===== src/rtl/fft_sched_pkg.sv =====
// Shared types and constants for the FFT frame scheduler.
// Optional build macro: FFT_SCHED_REORDER_EN (natural-order unload).
package fft_sched_pkg;

    localparam int N_PTS  = 2048;
    localparam int BANK_W = 2;
    localparam int ADDR_W = 9;
    localparam int IDX_W  = BANK_W + ADDR_W;

    typedef enum logic [2:0] {
        ST_IDLE      = 3'd0,
        ST_LOAD      = 3'd1,
        ST_START     = 3'd2,
        ST_WAIT_BUSY = 3'd3,
        ST_RUN       = 3'd4,
        ST_UNLOAD    = 3'd5
    } sched_state_t;

    // Bank-port owner encodings
    localparam logic [1:0] MUX_LOAD = 2'd0;
    localparam logic [1:0] MUX_FFT  = 2'd1;
    localparam logic [1:0] MUX_UNL  = 2'd2;
    localparam logic [1:0] MUX_NONE = 2'd3;

    // Radix-4 digit reversal with the odd radix-2 digit on top:
    // j = {d5, d4, d3, d2, d1, d0} -> p = {d0, d1, d2, d3, d4, d5}
    function automatic logic [IDX_W-1:0] digit_rev(input logic [IDX_W-1:0] j);
        return {j[1:0], j[3:2], j[5:4], j[7:6], j[9:8], j[10]};
    endfunction

    // Port owner implied by a scheduler state
    function automatic logic [1:0] mux_of(input sched_state_t s);
        case (s)
            ST_IDLE, ST_LOAD:                 return MUX_LOAD;
            ST_START, ST_WAIT_BUSY, ST_RUN:   return MUX_FFT;
            ST_UNLOAD:                        return MUX_UNL;
            default:                          return MUX_NONE;
        endcase
    endfunction

endpackage


===== src/rtl/fft_unload_gen.sv =====
// Unload address generator: walks j = 0..2047, issues RAM reads and
// tracks the one-cycle-latency valid/last pipeline toward the consumer.
// Handshake: a beat transfers on a cycle where oOUT_VALID & iOUT_READY;
// once valid is raised, the word, valid and last hold until that cycle.
// Optional build macro: FFT_SCHED_REORDER_EN (digit-reversed addressing).
module fft_unload_gen
    import fft_sched_pkg::*;
(
    input  logic              iCLK,
    input  logic              iRESET,
    input  logic              iEN,
    input  logic              iOUT_READY,
    output logic              oRD_EN,
    output logic [BANK_W-1:0] oBANK,
    output logic [ADDR_W-1:0] oADDR,
    output logic              oOUT_VALID,
    output logic              oOUT_LAST
);

    // Extra top bit marks that all 2048 reads have been issued
    logic [IDX_W:0]   j_q;
    logic [IDX_W-1:0] p;

    // A read may be issued when the output register is empty or draining
    assign oRD_EN = iEN & ~j_q[IDX_W] & (~oOUT_VALID | iOUT_READY);

`ifdef FFT_SCHED_REORDER_EN
    assign p = digit_rev(j_q[IDX_W-1:0]);
`else
    assign p = j_q[IDX_W-1:0];
`endif

    assign oBANK = p[IDX_W-1:ADDR_W];
    assign oADDR = p[ADDR_W-1:0];

    // Read index: cleared outside UNLOAD, advances on every issued read
    always_ff @(posedge iCLK or negedge iRESET) begin
        if (!iRESET) begin
            j_q <= '0;
        end else if (!iEN) begin
            j_q <= '0;
        end else if (oRD_EN) begin
            j_q <= j_q + 1'b1;
        end
    end

    // Valid/last follow the read by one cycle and hold under backpressure
    always_ff @(posedge iCLK or negedge iRESET) begin
        if (!iRESET) begin
            oOUT_VALID <= 1'b0;
            oOUT_LAST  <= 1'b0;
        end else begin
            oOUT_VALID <= oRD_EN | (oOUT_VALID & ~iOUT_READY);
            if (oRD_EN) begin
                oOUT_LAST <= (j_q[IDX_W-1:0] == IDX_W'(N_PTS - 1));
            end else if (iOUT_READY) begin
                oOUT_LAST <= 1'b0;
            end
        end
    end

endmodule


===== src/rtl/fft_frame_sched.sv =====
// Frame scheduler for the 2048-point FFT: load, start, wait, unload,
// with exclusive ownership of the four RAM banks.
// Optional build macro: FFT_SCHED_REORDER_EN (natural-order unload).
module fft_frame_sched
    import fft_sched_pkg::*;
#(
    parameter int TIMEOUT = 4096,
    parameter bit RES_SET = 1'b0
) (
    input  logic       iCLK,
    input  logic       iRESET,
    input  logic       iIN_VALID,
    output logic       oIN_READY,
    output logic       oLOAD_WE,
    output logic [1:0] oLOAD_BANK,
    output logic [8:0] oLOAD_ADDR,
    output logic       oFFT_START,
    input  logic       iFFT_RDY,
    output logic       oUNL_RD_EN,
    output logic [1:0] oUNL_BANK,
    output logic [8:0] oUNL_ADDR,
    output logic       oOUT_VALID,
    input  logic       iOUT_READY,
    output logic       oOUT_LAST,
    output logic [1:0] oMUX_SEL,
    output logic       oRES_SET,
    output logic       oBUSY,
    output logic       oERR
);

    localparam int CNT_W = $clog2(TIMEOUT) + 1;

    sched_state_t     state_q, state_d;
    logic [IDX_W-1:0] n_q;
    logic [CNT_W-1:0] cnt_q;
    logic [1:0]       mux_q;
    logic             err_q, err_d;
    logic             tc;
    logic             out_valid, out_last;

    assign oIN_READY  = (state_q == ST_LOAD);
    assign oLOAD_WE   = iIN_VALID & oIN_READY;
    assign oLOAD_BANK = n_q[IDX_W-1:ADDR_W];
    assign oLOAD_ADDR = n_q[ADDR_W-1:0];
    assign oFFT_START = (state_q == ST_START);
    assign oBUSY      = (state_q != ST_IDLE);
    assign oMUX_SEL   = mux_q;
    assign oERR       = err_q;
    assign oRES_SET   = RES_SET;
    assign oOUT_VALID = out_valid;
    assign oOUT_LAST  = out_last;
    assign tc         = (cnt_q == CNT_W'(TIMEOUT - 1));

    // Next-state logic; in RUN a completing engine beats the timeout
    always_comb begin
        state_d = state_q;
        err_d   = 1'b0;
        case (state_q)
            ST_IDLE:      if (iIN_VALID) state_d = ST_LOAD;
            ST_LOAD:      if (oLOAD_WE && n_q == IDX_W'(N_PTS - 1)) state_d = ST_START;
            ST_START:     state_d = ST_WAIT_BUSY;
            ST_WAIT_BUSY: begin
                if (tc) begin
                    state_d = ST_IDLE;
                    err_d   = 1'b1;
                end else if (!iFFT_RDY) begin
                    state_d = ST_RUN;
                end
            end
            ST_RUN: begin
                if (iFFT_RDY) begin
                    state_d = ST_UNLOAD;
                end else if (tc) begin
                    state_d = ST_IDLE;
                    err_d   = 1'b1;
                end
            end
            ST_UNLOAD:    if (out_valid && iOUT_READY && out_last) state_d = ST_IDLE;
            default:      state_d = ST_IDLE;
        endcase
    end

    // State register, error pulse and registered port owner
    always_ff @(posedge iCLK or negedge iRESET) begin
        if (!iRESET) begin
            state_q <= ST_IDLE;
            err_q   <= 1'b0;
            mux_q   <= MUX_NONE;
        end else begin
            state_q <= state_d;
            err_q   <= err_d;
            if (state_d != state_q) mux_q <= mux_of(state_d);
        end
    end

    // Sample counter; wraps to 0 after the 2048th accepted sample
    always_ff @(posedge iCLK or negedge iRESET) begin
        if (!iRESET) begin
            n_q <= '0;
        end else if (state_q == ST_IDLE) begin
            n_q <= '0;
        end else if (oLOAD_WE) begin
            n_q <= n_q + 1'b1;
        end
    end

    // Cycles since START, covering WAIT_BUSY and RUN
    always_ff @(posedge iCLK or negedge iRESET) begin
        if (!iRESET) begin
            cnt_q <= '0;
        end else if (state_q == ST_START || state_q == ST_WAIT_BUSY || state_q == ST_RUN) begin
            cnt_q <= cnt_q + 1'b1;
        end else begin
            cnt_q <= '0;
        end
    end

    fft_unload_gen u_unload (
        .iCLK       (iCLK),
        .iRESET     (iRESET),
        .iEN        (state_q == ST_UNLOAD),
        .iOUT_READY (iOUT_READY),
        .oRD_EN     (oUNL_RD_EN),
        .oBANK      (oUNL_BANK),
        .oADDR      (oUNL_ADDR),
        .oOUT_VALID (out_valid),
        .oOUT_LAST  (out_last)
    );

endmodule


===== config.mk =====
export PLATFORM = sky130hd
export DESIGN_NAME = fft_frame_sched
export DESIGN_NICKNAME = d
export VERILOG_FILES = /design/src/rtl/fft_sched_pkg.sv /design/src/rtl/fft_unload_gen.sv /design/src/rtl/fft_frame_sched.sv
export SDC_FILE = /design/constraint.sdc
export NUM_CORES = 1
export LEC_CHECK = 0
export CELL_PAD_IN_SITES_DETAIL_PLACEMENT = 0
export CELL_PAD_IN_SITES_GLOBAL_PLACEMENT = 1
export CORE_MARGIN = 8
export CORE_UTILIZATION = 37
export DETAILED_ROUTE_END_ITERATION = 12
export MAX_ROUTING_LAYER = met4
export PLACE_DENSITY_LB_ADDON = 0.1
export RECOVER_POWER = 50
export REMOVE_ABC_BUFFERS = 1
export SLEW_MARGIN = 15
export SYNTH_ARGS = -nofsm -noshare
export SYNTH_HDL_FRONTEND = slang
export SYNTH_SLANG_ARGS = --single-unit

===== constraint.sdc =====
create_clock -name iCLK -period 2.01 [get_ports iCLK]
set_input_delay 0.402 -clock iCLK [delete_from_list [all_inputs] [get_ports iCLK]]
set_output_delay 0.402 -clock iCLK [all_outputs]
set_load 0.05 [all_outputs]

After elaboration in Yosys (flattened, before gate mapping)
Index checks and enable logic that the tools add are counted.
- output and inout bits: 33
- bits in registers: 44
- logic and storage cells: 66
- input bits: 5
- equal/unequal tests: 15
- reductions and logical operators: 12
- bitwise gates (word level): 9
- add/sub/neg operators: 3
- multiplexer cells: 19
- operators with widths (cell ; count):
    $mux 12 ; 2
    $eq 11x11->1 const B ; 2
    $mux 11 ; 2
    $mux 3 ; 7
    $pmux 3 s6 ; 1
    $add 13x1->13 const B ; 1
    $eq 13x12->1 const B ; 1
    $mux 13 ; 1
    $add 12x1->12 const B ; 1
    $eq 3x2->1 const B ; 4
    $eq 3x3->1 const B ; 4
    $add 11x1->11 const B ; 1
    $eq 3x1->1 const B ; 2
    $logic_not 3->1 ; 2
    $pmux 2 s3 ; 1
    $and 1x1->1 ; 4
    $mux 1 ; 4
    $reduce_bool 2->1 ; 2
    $logic_and 1x1->1 ; 3
    $ne 3x3->1 ; 1
    $not 1->1 ; 3
    $reduce_bool 3->1 ; 1
    $reduce_or 3->1 ; 1
    $logic_or 1x1->1 ; 2
    4 further kinds ; 5

Longest topological paths before layout
Gate-level depths: netlist (run 1).
- depth after elaboration: 8
- mapped depth: 6
- mapped depth without buffers: 6

Modules after synthesis
Synthesis (run 1) repeated with hierarchy kept, for this count alone.
- cells, all modules: 255
- area total of the unflattened synthesis: 2502.4 µm²
- by module, submodules not included (module ; area each (µm²) ; sequential area each (µm²) ; times used ; cells an instance):
    fft_frame_sched ; 1670.4 ; 753.2 ; 1 ; 172
    fft_unload_gen ; 832.0 ; 350.3 ; 1 ; 83

Worst setup path after synthesis (run 1)
No wires, ideal clock.
- kind: register to register
- from: reg state_q[0]
- to: reg mux_q[0], in the netlist oMUX_SEL[0]
- path buffers: 1
- arrival: 2.507 ns
- period minus slack after synthesis: 2.606 ns
- stages on the path, launching flop included: 6
- required time: 1.912 ns
- path slack: -0.596 ns
- setup time: 0.098 ns
- cells stage by stage: dfrtp_1 clkbuf_1 nor3b_1 a211o_1 nor4_1 a221oi_1
- longest elaborated chain between the ends: 8
- elaborated cells between the ends (all ways): 26
- those cells by class: 11 x eq/ne; 9 x mux; 1 x bitwise; 5 x reduce/logical
- RTL lines (element ; RTL line ; RTL):
    start, declared ; fft_frame_sched.sv:33 ; sched_state_t state_q, state_d;
    start signal, assigned ; fft_frame_sched.sv:90 ; state_q <= state_d;
    $eq 3x1->1 (*) ; fft_frame_sched.sv:41 ; assign oIN_READY = (state_q == ST_LOAD);
    via oIN_READY ; fft_frame_sched.sv:13 ; output logic oIN_READY,
    $and 1x1->1 ; fft_frame_sched.sv:42 ; assign oLOAD_WE = iIN_VALID & oIN_READY;
    $logic_and 1x1->1 ; fft_frame_sched.sv:60 ; ST_LOAD: if (oLOAD_WE && n_q == IDX_W'(N_PTS - 1)) state_d = ST_START;
    $mux 3 ; fft_frame_sched.sv:60 ;
    $pmux 3 s6 (*) ; fft_frame_sched.sv:58 ; case (state_q)
    $eq 3x2->1 (tied with other cells) ; fft_sched_pkg.sv:33 ; case (s)
    $reduce_or 3->1 / $reduce_or 2->1 (equally long branches) ; fft_sched_pkg.sv:33 ;
    $pmux 2 s3 ; fft_sched_pkg.sv:33 ;
    end signal, assigned ; fft_frame_sched.sv:92 ; if (state_d != state_q) mux_q <= mux_of(state_d);
    end, declared ; fft_frame_sched.sv:36 ; logic [1:0] mux_q;
The timed path passes the listed nets; every way through them passes the cells marked *.
A chain may end at the register's enable or synchronous reset.

Worst setup path after layout (run 1)
- from: reg n_q[0]
- to: reg mux_q[0], in the netlist oMUX_SEL[0]
- longest elaborated chain between the ends: 7
- elaborated cells between the ends (all ways): 14
- those cells by class: 7 x eq/ne; 3 x mux; 4 x reduce/logical
- RTL lines (element ; RTL line ; RTL):
    start, declared ; fft_frame_sched.sv:34 ; logic [IDX_W-1:0] n_q;
    start signal, assigned ; fft_frame_sched.sv:103 ; n_q <= n_q + 1'b1;
    $eq 11x11->1 (*) ; fft_frame_sched.sv:60 ;
    $logic_and 1x1->1 (*) ; fft_frame_sched.sv:60 ;
    $mux 3 (*) ; fft_frame_sched.sv:60 ;
    $pmux 3 s6 (*) ; fft_frame_sched.sv:58 ;
    via state_d[0] ; fft_frame_sched.sv:33 ;
    $eq 3x2->1 (tied with other cells) ; fft_sched_pkg.sv:33 ;
    $reduce_or 3->1 / $reduce_or 2->1 (equally long branches) ; fft_sched_pkg.sv:33 ;
    $pmux 2 s3 ; fft_sched_pkg.sv:33 ;
Marked as above.

==> flow_summary_export.csv, run 1 <==
group,metric,value,unit
floorplan,die_width,95.2,um
sta,worst_slew_pin_slew,1.11,ns
placed_design,dp_hpwl,3970,um
worst_setup_path,cpPeakStageDelay,0.52,ns
sta,hold-worst-slack,0.292,ns
route,wl,5380,um
clock_network,cts_sinks,44,
route,firstDrtPassIters,4,
route,via_count,1838,
route,wire_per_inst,14.4,um
placed_design,gp_congestion,0.778,
global_routing,busiest_layer,"met2",
logic_synthesis,synthArstFlopShare,1.00,
power,cell_internal_pwr,1.56,mW
clock_network,clkTransAtPathRegs,0.09,ns
sta,post-route-period-util,0.985,
worst_setup_path,path_max_fanout,2,
run,cap_violations,0,
worst_setup_path,endpoint,"oMUX_SEL[0]",
worst_setup_path,reg2reg_slack,0.03,ns
route,drtIter0Drc,58,
worst_setup_path,startpoint,"n_q[0]",
layout,area_delta_synth_final,31.2,%
layout,final-seq-area,0.00110,mm^2
logic_synthesis,synth-seq-cells,44,
floorplan,die_h,95.2,um
sta,fin_crit,1.98,ns
layout,antenna_cells,0,
sta,relSlewSlack,0.260,
outcome,status,"finished, final reports clean",
power,p_per_area,738,mW/mm^2
placed_design,pre_cts_ws,-0.609,ns
floorplan,die-area,0.00906,mm^2
worst_setup_path,crit_family,"simple AND/OR/NAND/NOR gates",
logic_synthesis,synth_most_common_cell,"dfrtp_1",
logic_synthesis,synth_edf_count,0,
worst_setup_path,r2r_start,"n_q[0]",
power,p_leak,1.32,nW
logic_synthesis,synth_area,0.00232,mm^2
clock_network,cts_tree,"yes",
global_routing,grt_pass1_vias,1862,
placed_design,dp.cells,366,
worst_setup_path,critPathBufInv,0,
floorplan,start_util,0.374,
clock_network,cts_buffer_depth,2,
worst_setup_path,path_depth,6,
sta,rsz0062_at_grt,"yes",
clock_network,clkLatencyLatePin,0.29,ns
logic_synthesis,synthCells,240,
global_routing,grt_max_degree,25,
logic_synthesis,ys_top_cells_by_count,"dfrtp_1, nor2_1, xor2_1",
sta,max_freq,0.505,GHz
clock_network,h-tree-depth,2,
placed_design,port_buffers,36,
worst_setup_path,critical_path_required,2.22,ns
logic_synthesis,synth-main-ff-cell,"dfrtp_1",
global_routing,grt_overflow,0,
worst_setup_path,reg2reg_to,"oMUX_SEL[0]",
layout,final_cells,375,
logic_synthesis,synth_top_area_cell,"dfrtp_1",
route,drt.antenna.violating_nets,0,
layout,drive_above_1_share,0.221,
global_routing,grt.total_usage,0.129,
worst_setup_path,cp_slowest_cell,"or4_4",
layout,fin_nets,305,
route,via_per_inst,4.90,
power,switching_share,0.307,
power,pwr-share-seq,0.434,
hold_path,hold_path_class,"in -> async",
logic_synthesis,yosysSeqAreaShare,0.476,
worst_setup_path,path_class,"reg -> reg",
global_routing,grt_pass1_wl,9110,um
power,vdd_drop_max,0.000416,V
worst_setup_path,r2r.worst_path.cells,6,
logic_synthesis,yosys_warnings,0,
worst_setup_path,cp_cell_sequence,"ha_4, nand2_2, or4_4, a211o_1, or2_1, a221oi_2",
sta,setup_viol,0,
global_routing,grt_use_met3,0.0331,
layout,fillerInstances,597,
layout,postLayoutCoreUtil,0.490,
logic_synthesis,avgSynthCellArea,9.66,um^2
logic_synthesis,synthTopCellsByArea,"dfrtp_1, nor2_1, xor2_1",
global_routing,grt_use_met1,0.159,
worst_setup_path,arrival,2.19,ns
power,switching_power,690,uW
sta,maxSlewViolCount,0,
global_routing,grtUsageMet2,0.205,
clock_network,clock-root-buffer,"clkbuf_8",
logic_synthesis,synth_top_cell_area_share,0.453,
worst_setup_path,worstSetupEndpointType,"flop",
floorplan,core-area,0.00620,mm^2
floorplan,rows,29,
clock_network,cts_buffers,5,
floorplan,io_pins,38,
power,pwr-share-comb,0.248,
power,clkPwrFrac,0.318,
route,drc,0,
worst_setup_path,cp-start-kind,"flop",
logic_synthesis,yosys.cell_types.count,46,
global_routing,antenna_found_initial,0,
sta,clock_skew,0.00605,ns
sta,fin_ws,0.0308,ns
clock_network,cts_hold_buf,0,
layout,multi_input_area,0.00110,mm^2
sta,finalHoldViolCount,0,
power,p_total,2.25,mW
-- layout make-up --
class	count	share of cell area
inverters	9	0.0111
flip-flops and latches	44	0.363
multi-input cells	167	0.361
clock buffers	6	0.0271
repair buffers	70	0.193
well taps	77	0.0317
clock inverters	2	0.0128
-- state kept, by name (all words and copies together) (netlist names) --
name / count
oERR: 1
state_q: 3
oMUX_SEL: 2
u_unload.oOUT_LAST: 1
u_unload.j_q: 12
n_q: 11
u_unload.oOUT_VALID: 1
cnt_q: 13
-- stage by stage --
step	setup TNS [ns]	area, um^2
2_1_floorplan	-2.90	2200
5_1_grt	-0.220	3040
3_3_place_gp	-1.24	2910
6_report	0	3040
4_1_cts	0	3060
3_5_place_dp	-1.64	2910
-- cell families (layout without fill, tap and decap cells) --
kind of cell | Yosys count | in the layout | share of synthesized area
multiplexers | 1 | 1 | 0.00486
flip-flops | 44 | 44 | 0.476
other | 1 | 1 | 0.00162
buffers and inverters | 29 | 87 | 0.0669
adder cells (fa/ha/maj) | 3 | 3 | 0.0162
AO/OA/AOI/OAI | 26 | 26 | 0.0793
AND/OR/NAND/NOR | 108 | 108 | 0.249
XOR/XNOR | 28 | 28 | 0.106
-- power by group through the flow --
stage / Combinational (mW) / Clock (mW) / Sequential, mW
global route: 0.596 / 0.768 / 0.980
floorplan: 0.120 / 0 / 1.15
global placement: 0.543 / 0 / 0.979
CTS: 0.564 / 0.745 / 0.965
finish: 0.557 / 0.715 / 0.974
detailed placement: 0.548 / 0 / 0.979
-- placed cells by master, fill, tap and decap left out, types with 2 or more instances in the layout --
cell / netlist / final
clkbuf_1: 5 / 8
nor4_1: 3 / 3
ha_1: 3 / 2
nor2_1: 37 / 37
and4_1: 3 / 3
a21oi_1: 8 / 8
nand4_1: 10 / 10
dfstp_2: 2 / 2
nand2b_1: 3 / 3
o31ai_1: 2 / 2
nor3_1: 5 / 4
clkdlybuf4s50_1: 0 / 14
clkbuf_8: 0 / 6
o21bai_1: 2 / 2
dfrtp_1: 42 / 42
and3_1: 6 / 6
inv_1: 9 / 9
nor3b_1: 2 / 2
or3_1: 2 / 2
o21ai_0: 2 / 2
xnor2_1: 13 / 13
nor2b_1: 6 / 6
buf_12: 0 / 4
xor2_1: 15 / 15
and2_1: 2 / 2
buf_4: 12 / 40
a32oi_1: 2 / 2
nand3_1: 11 / 11
nand2_1: 12 / 11
-- worst min path at each step --
| stage | to | slack, ns | cells after the start |
|---|---|---|---|
| 2_1_floorplan | cnt_q[0] | 0.11 | 0 |
| 3_3_place_gp | cnt_q[11] | 0.40 | 1 |
| 3_5_place_dp | state_q[0] | 0.40 | 1 |
| 4_1_cts | cnt_q[11] | 0.07 | 1 |
| 5_1_grt | cnt_q[10] | 0.40 | 1 |
| 6_report | cnt_q[11] | 0.29 | 1 |
-- routing by layer --
metal | vias up | share of wire
met3 | 4 | 0.035
met2 | 22 | 0.49
met1 | 887 | 0.47
li1 | 925 | -
met5 | - | 0
met4 | 0 | 0.011
-- worst register-to-register path: cells and delay by family (launching register included) --
family	cells	cell delay, ns
flops	1	0.41
fa+ha+maj	1	0.16
compound gates	2	0.52
simple gates	3	0.82
-- repair_timing --
action | CTS | global route
setup buffers | 1 | 0
resized for setup | 6 | 4
setup endpoints to repair | 2 | 11
pin swaps | 5 | 1
No activity file was read; power rests on OpenSTA's default activity.
==> run 2: changes to the inputs <==
- CORE_MARGIN: 8 -> 3
==> run 2 against run 1 <==
Register-to-register slack is essentially flat. Combinational power decreased by 3%. Setup slack worse by 0.025 ns. Design area did not move. Clock skew is essentially flat. Critical endpoint is now oUNL_RD_EN. Largest cell class unchanged. Highest routed layer unchanged.
==> flow_summary_export.csv, run 2 (same netlist as run 1, synthesis figures left out) <==
group,metric,value,unit
outcome,status,"finished, final reports clean",
clock_network,clkTransAtPathRegs,0.08,ns
power,clkPwrFrac,0.282,
global_routing,grt_max_degree,25,
clock_network,cts_hold_buf,0,
power,vdd_drop_max,0.000479,V
global_routing,grt_overflow,0,
sta,relSlewSlack,0.227,
sta,post-route-period-util,0.997,
route,firstDrtPassIters,4,
power,switching_power,679,uW
route,wl,5250,um
sta,worst_slew_pin_slew,1.16,ns
power,p_leak,1.37,nW
sta,setup_viol,0,
placed_design,gp_congestion,0.789,
layout,largest_reg_flops,13,
sta,hold-worst-slack,0.305,ns
route,via_count,1856,
route,drc,0,
route,drt.antenna.violating_nets,0,
layout,largest_register,"cnt_q",
run,cap_violations,0,
layout,layout_common_cells,"buf_4, dfrtp_1, nor2_1",
worst_setup_path,startpoint,"iOUT_READY",
worst_setup_path,r2r.worst_path.cells,5,
worst_setup_path,reg2reg_to,"oMUX_SEL[0]",
route,wire_per_inst,14.1,um
worst_setup_path,cp-start-kind,"primary input",
power,switching_share,0.325,
worst_setup_path,worstSetupEndpointType,"primary output",
sta,rsz0062_at_grt,"yes",
sta,max_freq,0.499,GHz
floorplan,core-area,0.00599,mm^2
worst_setup_path,path_max_fanout,6,
floorplan,die_h,85.2,um
clock_network,cts_buffer_depth,2,
worst_setup_path,path_class,"in -> out",
layout,antenna_cells,0,
sta,setup_tns,0,ns
clock_network,clock-root-buffer,"clkbuf_8",
layout,fillerInstances,556,
power,pwr-share-seq,0.460,
power,p_per_area,688,mW/mm^2
floorplan,io_pins,38,
global_routing,grt_pass1_wl,8890,um
worst_setup_path,r2r_start,"state_q[2]",
route,drtIter0Drc,129,
clock_network,cts_buffers,5,
sta,finalHoldViolCount,0,
global_routing,grt_pass1_vias,1832,
layout,fin_nets,305,
layout,drive_above_1_share,0.232,
placed_design,port_buffers,36,
placed_design,dp_hpwl,3840,um
sta,clock_skew,0.00631,ns
layout,reg_top3,"cnt_q (13), u_unload.j_q (12), n_q (11)",
floorplan,die-area,0.00725,mm^2
power,cell_internal_pwr,1.41,mW
hold_path,hold_path_class,"in -> async",
global_routing,antenna_found_initial,0,
sta,maxSlewViolCount,0,
layout,area_delta_synth_final,31.2,%
floorplan,die_width,85.2,um
worst_setup_path,arrival,1.60,ns
worst_setup_path,reg2reg_slack,0.03,ns
clock_network,cts_tree,"yes",
global_routing,grt.total_usage,0.160,
clock_network,clkLatencyLatePin,0.30,ns
route,via_per_inst,4.98,
layout,final_common_cell,"buf_4",
clock_network,h-tree-depth,2,
clock_network,postCtsSetupBuffers,0,
clock_network,cts_sinks,44,
power,pwr-share-comb,0.258,
sta,fin_crit,2.00,ns
worst_setup_path,endpoint,"oUNL_RD_EN",
floorplan,start_util,0.387,
floorplan,rows,28,
worst_setup_path,critical_path_required,1.61,ns
==> run 2: routing by layer <==
metal,GRT usage,vias up,share of wire
met5,-,-,0
met4,0.0604,0,0.015
met3,0.0340,8,0.037
met2,0.248,29,0.48
met1,0.205,890,0.47
li1,-,929,-
==> run 2: stage by stage <==
| step | setup slack (ns) | total power [mW] | cell area (um^2) | utilization | cells |
|---|---|---|---|---|---|
| after floorplan | -0.542 | 1.27 | 2200 | - | 220 |
| after global placement | -0.485 | 1.52 | 2920 | 0.488 | 365 |
| after CTS | 0.00580 | 2.13 | 3040 | 0.508 | 373 |
| after global routing | -0.0667 | 2.21 | 3040 | 0.508 | 373 |
| after detailed placement | -0.543 | 1.53 | 2920 | 0.488 | 365 |
| final | 0.00558 | 2.09 | 3040 | 0.508 | 373 |
==> run 2: worst max-delay path: stages <==
cell           delay (ns)
dlygate4sd3_1        0.57
nor2b_1              0.39
nor3_4               0.08
buf_12               0.16
==> run 2: power groups by stage <==
stage / sequential (mW) / combinational [mW] / clock (mW)
finish: 0.963 / 0.540 / 0.589
floorplan: 1.15 / 0.120 / 0
global placement: 0.976 / 0.545 / 0
global route: 0.968 / 0.581 / 0.661
CTS: 0.961 / 0.549 / 0.618
detailed placement: 0.978 / 0.549 / 0
==> run 2: cell type report <==
type | instances | area (um^2) | share of cell area
flip-flops and latches | 44 | 1100 | 0.363
multi-input cells | 167 | 1100 | 0.361
repair buffers | 70 | 618 | 0.203
well taps | 75 | 93.8 | 0.0309
clock buffers | 7 | 86.3 | 0.0284
inverters | 9 | 33.8 | 0.0111
clock inverters | 1 | 7.51 | 0.00247
==> run 2: what timing repair did <==
action,4_1_cts,5_1_grt
setup endpoints to repair,3,7
pin swaps,4,1
resized for setup,6,7
==> run 2: worst min-delay path by stage <==
stage	start	to	slack (ns)
floorplan	iRESET	cnt_q[0]	0.11
global placement	iRESET	cnt_q[11]	0.41
detailed placement	iRESET	cnt_q[11]	0.41
CTS	iRESET	u_unload.oOUT_LAST	0.08
global route	iRESET	u_unload.j_q[9]	0.41
finish	iRESET	cnt_q[6]	0.31
